===== src/rtl/mul_booth_stage_pkg.sv =====
// Shared constants and Booth digit decoding for the 32x32 multiplier front stage.
package mul_pkg;

  localparam int unsigned XLEN    = 32;
  localparam int unsigned NPP     = XLEN / 2 + 1;
  localparam int unsigned NCOL    = 2 * XLEN;
  localparam int unsigned XW      = XLEN + 2;
  localparam int unsigned SLICE_W = 17;
  localparam int unsigned CIN_W   = 14;

  typedef enum logic [2:0] {
    BD_ZERO = 3'd0,
    BD_P1   = 3'd1,
    BD_P2   = 3'd2,
    BD_M1   = 3'd3,
    BD_M2   = 3'd4
  } booth_digit_e;

  function automatic booth_digit_e booth_decode(input logic [2:0] b);
    booth_digit_e d;
    unique case (b)
      3'b001, 3'b010: d = BD_P1;
      3'b011:         d = BD_P2;
      3'b100:         d = BD_M2;
      3'b101, 3'b110: d = BD_M1;
      default:        d = BD_ZERO;
    endcase
    return d;
  endfunction

endpackage


===== src/rtl/mul_booth_stage_booth_sel.sv =====
// Radix-4 Booth partial-product selector: one's-complemented multiple of X' plus negate flag.
module booth_sel
  import mul_pkg::*;
(
  input  logic [2:0]    sel,
  input  logic [XW-1:0] xe,
  output logic [XW-1:0] pp,
  output logic          neg
);

  booth_digit_e digit;
  logic [XW-1:0] mag;

  always_comb begin
    digit = booth_decode(sel);
    mag   = '0;
    neg   = 1'b0;
    unique case (digit)
      BD_P1:   mag = xe;
      BD_P2:   mag = {xe[XW-2:0], 1'b0};
      BD_M1: begin
        mag = xe;
        neg = 1'b1;
      end
      BD_M2: begin
        mag = {xe[XW-2:0], 1'b0};
        neg = 1'b1;
      end
      default: mag = '0;
    endcase
    // +1 of the two's complement is deferred to the carry-in paths
    pp = neg ? ~mag : mag;
  end

endmodule


===== src/rtl/mul_booth_stage.sv =====
// Booth-encode Y, select 17 partial products of X, transpose to 64 columns, register with valid/ready.
module mul_booth_stage
  import mul_pkg::*;
(
  input  logic                      clk,
  input  logic                      resetn,
  input  logic                      in_valid,
  output logic                      in_ready,
  input  logic                      mul_signed,
  input  logic [XLEN-1:0]           x,
  input  logic [XLEN-1:0]           y,
  input  logic                      flush,
  output logic                      out_valid,
  input  logic                      out_ready,
  output logic [NCOL*SLICE_W-1:0]   col_w,
  output logic [CIN_W-1:0]          cin_col0,
  output logic                      adder_cin,
  output logic                      c_lsb
);

  logic              ext_x;
  logic              ext_y;
  logic [XW-1:0]     xe;
  logic [XLEN+2:0]   ye;
  logic [XW-1:0]     pp     [NPP];
  logic [NCOL-1:0]   pp_row [NPP];
  logic [NPP-1:0]    neg;
  logic [NCOL*SLICE_W-1:0] col_next;
  logic              accept;

  assign ext_x = mul_signed & x[XLEN-1];
  assign ext_y = mul_signed & y[XLEN-1];
  assign xe    = {ext_x, ext_x, x};
  assign ye    = {ext_y, ext_y, y, 1'b0};

  assign in_ready = !out_valid || out_ready;
  assign accept   = in_valid && in_ready;

  genvar j, i;
  generate
    for (j = 0; j < NPP; j++) begin : g_pp
      booth_sel u_sel (
        .sel (ye[2*j +: 3]),
        .xe  (xe),
        .pp  (pp[j]),
        .neg (neg[j])
      );
      assign pp_row[j] = {{(NCOL-XW){pp[j][XW-1]}}, pp[j]} << (2*j);
      for (i = 0; i < NCOL; i++) begin : g_col
        assign col_next[i*SLICE_W + j] = pp_row[j][i];
      end
    end
  endgenerate

  // Top Booth digit sees {ext,ext,y[31]}: 000/001 unsigned, 000/111 signed -- never negative.
  always_comb begin
    assert (neg[NPP-1] == 1'b0);
  end

  always_ff @(posedge clk or negedge resetn) begin
    if (!resetn) begin
      out_valid <= 1'b0;
      col_w     <= '0;
      cin_col0  <= '0;
      adder_cin <= 1'b0;
      c_lsb     <= 1'b0;
    end else begin
      if (flush)
        out_valid <= 1'b0;
      else if (accept)
        out_valid <= 1'b1;
      else if (out_ready)
        out_valid <= 1'b0;

      if (accept && !flush) begin
        col_w     <= col_next;
        cin_col0  <= neg[CIN_W-1:0];
        adder_cin <= neg[CIN_W];
        c_lsb     <= neg[CIN_W+1];
      end
    end
  end

endmodule

===== config.mk =====
export PLATFORM = sky130hd
export DESIGN_NAME = mul_booth_stage
export DESIGN_NICKNAME = d
export VERILOG_FILES = /design/src/rtl/mul_booth_stage_pkg.sv /design/src/rtl/mul_booth_stage_booth_sel.sv /design/src/rtl/mul_booth_stage.sv
export SDC_FILE = /design/constraint.sdc
export NUM_CORES = 2
export LEC_CHECK = 0
export ABC_AREA = 1
export BUFFER_PORTS_ARGS = -buffer_cell sky130_fd_sc_hd__buf_2
export CORE_AREA = 3 3 459 461
export CTS_CLUSTER_SIZE = 12
export DETAILED_ROUTE_END_ITERATION = 6
export DIE_AREA = 0 0 462 464
export HOLD_SLACK_MARGIN = 0.03
export PLACE_DENSITY_LB_ADDON = 0.25
export SLEW_MARGIN = 20
export SYNTH_ARGS = -nofsm -noshare
export SYNTH_HDL_FRONTEND = slang
export SYNTH_SLANG_ARGS = --single-unit
export TNS_END_PERCENT = 5

===== constraint.sdc =====
create_clock -name clk -period 3.2 [get_ports clk]
set_input_delay 0.16 -clock clk [delete_from_list [all_inputs] [get_ports clk]]
set_output_delay 0.16 -clock clk [all_outputs]
set_load 0.02 [all_outputs]

* After elaboration in Yosys (flattened, before gate mapping)
Index checks and enable logic that the tools add are counted. Widths: inputs -> output; s select.
Cells by class: equality and inequality tests 167, mux-type cells 71, bitwise gates (word level) 19, reductions and logical operators 89
Operators with widths (count):
- $pmux 34 s2 | 16
- $mux 34 | 16
- $not 34->34 | 16
- $eq 3x2->1 const B | 66
- $eq 3x3->1 const B | 65
- $pmux 3 s4 | 16
- $reduce_or 2->1 | 83
- $eq 3x1->1 const B | 33
- $pmux 32 s2 | 1
- $mux 32 | 1
- $not 32->32 | 1
- $mux 1 | 20
- $pmux 3 s3 | 1
- $eq 2x2->1 const B | 2
- $reduce_bool 3->1 | 1
- $and 1x1->1 | 2
- $eq 2x1->1 const B | 1
- $logic_and 1x1->1 | 2
- $logic_not 1->1 | 2
- $logic_or 1x1->1 | 1
Storage, ports and cells: bits in registers 833, bits of input ports 70, output and inout port bits 1106, word-level logic and storage cells 351

* Depth between registers and ports, before layout
depth after elaboration 9, gate-level depth with buffers 10, depth with buffers taken out 9

* Cells and area by module
From an unflattened synthesis, not the netlist that was laid out.
Unflattened totals: cells, all modules 6895, area, all modules 43701.9 sq um
Modules (own cells, without submodules):
- mul_booth_stage | times used 1, cells an instance 3087, area an instance 27132.3 sq um, sequential area each 14839.2 sq um
- booth_sel | times used 17, cells an instance 224, area an instance 974.7 sq um, sequential area each 0.0 sq um

* Worst setup path after synthesis
No wires, ideal clock.
kind reg2reg, start register out_valid, end register col_w[1072], setup time 128 ps, arrival 1409 ps, data required time 3072 ps, path slack 1663 ps, cell stages (with the launch flop) 8, buffers on the path 3, period minus slack after synthesis 1537 ps, path through dfrtp_1 -> nand2_1 -> nand2_2 -> buf_4 -> buf_2 -> buf_2 -> nand2_1 -> o21ai_0
Between the ends: cells in the longest elaborated chain, start to end 4
RTL lines:
- start: declaration | RTL line mul_booth_stage.sv:13 | output logic out_valid,
- start signal: assignment | RTL line mul_booth_stage.sv:62 | out_valid <= 1'b0;
- start signal: assignment | RTL line mul_booth_stage.sv:69 | out_valid <= 1'b0;
- start signal: assignment | RTL line mul_booth_stage.sv:71 | out_valid <= 1'b1;
- $logic_not 1->1 | RTL line mul_booth_stage.sv:36 | assign in_ready = !out_valid || out_ready;
- $logic_or 1x1->1 | RTL line mul_booth_stage.sv:36
- net in_ready | RTL line mul_booth_stage.sv:8 | output logic in_ready,
- $logic_and 1x1->1 | RTL line mul_booth_stage.sv:37 | assign accept = in_valid && in_ready;
- $logic_and 1x1->1 | RTL line mul_booth_stage.sv:75 | if (accept && !flush) begin
- end signal: assignment | RTL line mul_booth_stage.sv:76 | col_w <= col_next;
- end: declaration | RTL line mul_booth_stage.sv:15 | output logic [NCOL*SLICE_W-1:0] col_w,
The timed path passes the listed nets, and every way through them passes these cells. A chain may end at the register's enable or synchronous reset.

* Worst setup path in the final report
start register out_valid, end register col_w[35]
Between the ends: cells in the longest elaborated chain, start to end 4
RTL lines (RTL line):
- $logic_not 1->1 | mul_booth_stage.sv:36
- $logic_or 1x1->1 | mul_booth_stage.sv:36
- $logic_and 1x1->1 | mul_booth_stage.sv:37
- $logic_and 1x1->1 | mul_booth_stage.sv:75
Every way passes these cells.

==> run_results.csv <==
group,metric,value,unit
status,status,"finished with violations",
status,violations,"DRC",
timing,max_freq,394.1,MHz
detailed_routing,routed_wl,244.4,mm
power,irDropWorstVdd,0.3826,mV
place,port_buffers,903,
detailed_routing,wl_per_cell,26.18,um
synth,synthArstFlopShare,100.0,%
power,internal_power,17.53,mW
worst_setup_path,path_class,"reg2reg",
floorplan,fp.dieH,464,um
global_routing,grt_pass1_vias,40260,
power,seqPwrFrac,32.7,%
place,place_area,44990,um2
worst_setup_path,crit_path_max_fanout,36,
clock_tree,clkSinkCount,593,
clock_tree,cts_resized,0,
cells_and_area,multi_input_area,20130,um2
flow_run,maxCapViolCount,0,
floorplan,fp.dieW,462,um
synth,yosys_warnings,0,
cells_and_area,fillers,23110,
synth,synth_common_cells,"2608 x nand2_1, 1460 x nand3_1, 593 x dfrtp_1",
timing,rsz0062_at_grt,"no",
worst_setup_path,r2r_end,"col_w[35]$_DFFE_PN0P_",
power,p_sw,13.09,mW
global_routing,antenna_found_initial,23,
power,power.total,30.63,mW
floorplan,num_io_pins,1176,
detailed_routing,drtIter0Drc,4832,
synth,netlist.area_leader.share,36.97,%
floorplan,dieArea,214400,um2
power,power.share.clock,33.1,%
worst_setup_path,cp.arrival,3.23,ns
global_routing,grt_overflow,0,
synth,syn_inst,6076,
timing,slew_headroom,19.99,%
synth,synth_cell_types,24,
timing,worst_slack,0.6626,ns
place,place_ws,0.9003,ns
synth,yosysSeqAreaShare,36.97,%
timing,min_period_over_period,79.29,%
timing,finalCriticalPeriod,2.537,ns
synth,syn_area_per_cell,6.607,um2
detailed_routing,vias_per_cell,4.729,
cells_and_area,final_area,48380,um2
detailed_routing,first_pass_iters,7,
synth,yosysMostFrequentCell,"nand2_1",
timing,fin_setup_tns,0,ns
synth,netlist_area,40140,um2
synth,synth_flop_cell,"dfrtp_1",
cells_and_area,fin_nets,6621,
timing,holdWs,0.08193,ns
cells_and_area,syn_to_final_growth,20.51,%
timing,worst_pin_slew,1.200,ns
clock_tree,cts-buffers-inserted,83,
clock_tree,ctsRootBufferMaster,"clkbuf_16",
synth,synth-seq-cells,593,
timing,final_max_slew_viol_count,0,
power,swShare,42.75,%
cells_and_area,final_core_util,23.39,%
floorplan,core_region_area,206900,um2
clock_tree,cts_tree,"built",
power,combPwrFrac,34.2,%
worst_hold_path,hp-class,"in2reg",
clock_tree,htreeDepth,3,
place,hpwl,167.7,mm
worst_setup_path,r2r_start,"out_valid$_DFFE_PN0P_",
worst_hold_path,holdPathStages,3,
worst_setup_path,required,3.89,ns
worst_setup_path,end_kind,"register",
timing,hold_viol_final,0,
timing,final-setup-viol-count,0,
cells_and_area,final_layout_size_suffix_gt1_share,19.75,%
detailed_routing,antenna_left,0,
synth,synth_top_area_cell,"dfrtp_1",
worst_setup_path,rrSetupSlack,0.66,ns
floorplan,start_util,19.41,%
worst_setup_path,rr_worst_depth,8,
place,gp_congestion,0.8163,
cells_and_area,final-seq-area,14840,um2
synth,yosys-top-cells-area,"dfrtp_1 37%, nand2_1 24%, nand3_1 18%",
worst_setup_path,start_kind,"register",
detailed_routing,drc_errors,1,
synth,synth_edf_count,0,
place,place_inst,9121,
clock_tree,clk_path_buf_depth,3,
worst_hold_path,holdPathEnd,"col_w[68]$_DFFE_PN0P_",
power,pwr_density_cell,633.1,nW/um2
global_routing,grt_pass1_wl,331.4,mm
cells_and_area,layoutNonFillerInstCount,9335,
floorplan,rows,167,
timing,skew,0.03742,ns
worst_hold_path,hold_start,"y[1]",
global_routing,grtUsageTotal,21.86,%
clock_tree,path_clk_slew,0.06,ns
power,p_leak,26.50,nW
clock_tree,clkLatencyLatePin,0.74,ns
detailed_routing,vias,44150,
global_routing,grt_max_degree,158,
[per-layer routing]
metal | up-vias | part of all wire (%) | track usage [%]
li1 | 19810 | - | -
met1 | 21390 | 43 | 28.92
met2 | 2447 | 44 | 34.18
met3 | 497 | 8.3 | 4.550
met4 | 2 | 4.8 | 9.542
met5 | - | 0.0053 | 0
[sequential cells by signal, summed over array words and instances, names as in the netlist]
| name | count |
|---|---|
| adder_cin | 1 |
| cin_col0 | 14 |
| out_valid | 1 |
| col_w | 576 |
| c_lsb | 1 |
[critical path, cell delays in order, from the launching register on]
cell and delay (ns):
dfrtp_1 0.38, nand2_1 0.20, nand2_8 0.20, inv_8 0.32, buf_12 0.30, buf_4 0.26, nand3_1 0.10, dlygate4sd3_1 0.57
nand2_1 0.06
[final cells by class]
class / instances / area share [%]
diodes: 14 / 0.07242
clock buffers: 108 / 4.697
clock inverters: 43 / 1.223
inverters: 99 / 0.7837
multi-input cells: 4648 / 41.61
flip-flops and latches: 593 / 30.67
well taps: 2704 / 6.994
repair buffers: 1126 / 13.95
[cell families after synthesis]
family | count (synthesis) | synth area share [%]
DFF | 593 | 36.97
buffers and inverters | 1106 | 16.33
xor gates and xnor gates | 19 | 0.4145
other | 1 | 0.009341
and+or+nand+nor | 4159 | 43.71
AOI/OAI and AO/OA | 198 | 2.578
[cell usage in the layout, fill, tap and decap left out, types with 19 or more instances in the layout]
cell	count
nand2_1	2590
nand3_1	1460
buf_2	884
dfrtp_1	593
conb_1	272
buf_4	162
o21ai_0	123
clkbuf_16	84
inv_1	70
nor2_1	51
dlygate4sd3_1	49
buf_12	30
inv_2	28
nor2_4	28
o21ai_1	20
nand2_2	19
xor2_1	19
[worst max-delay path by stage]
| stage | from | to | slack (ns) | cells after the start |
|---|---|---|---|---|
| floorplan | out_valid$_DFFE_PN0P_ | col_w[1072]$_DFFE_PN0P_ | 1.66 | 7 |
| global placement | y[1] | col_w[528]$_DFFE_PN0P_ | 0.90 | 7 |
| detailed placement | y[1] | col_w[1072]$_DFFE_PN0P_ | 0.90 | 6 |
| CTS | out_valid$_DFFE_PN0P_ | col_w[35]$_DFFE_PN0P_ | 0.59 | 8 |
| global route | out_valid$_DFFE_PN0P_ | col_w[35]$_DFFE_PN0P_ | 0.50 | 8 |
| finish | out_valid$_DFFE_PN0P_ | col_w[35]$_DFFE_PN0P_ | 0.66 | 8 |
[power by group through the flow]
stage	Sequential, mW	Clock, mW	Combinational [mW]
finish	10.0	10.1	10.5
global route	10.1	10.7	11.4
CTS	10.0	10.4	10.6
detailed placement	10.1	0	10.5
global placement	10.1	0	10.4
floorplan	11.3	0	5.28
[timing repair]
| action | CTS | global route |
|---|---|---|
| hold endpoints to repair | 105 | 0 |
| buffers inserted | 0 | 0 |
| hold buffers | 49 | 0 |
No activity file was read; power rests on OpenSTA's default activity.
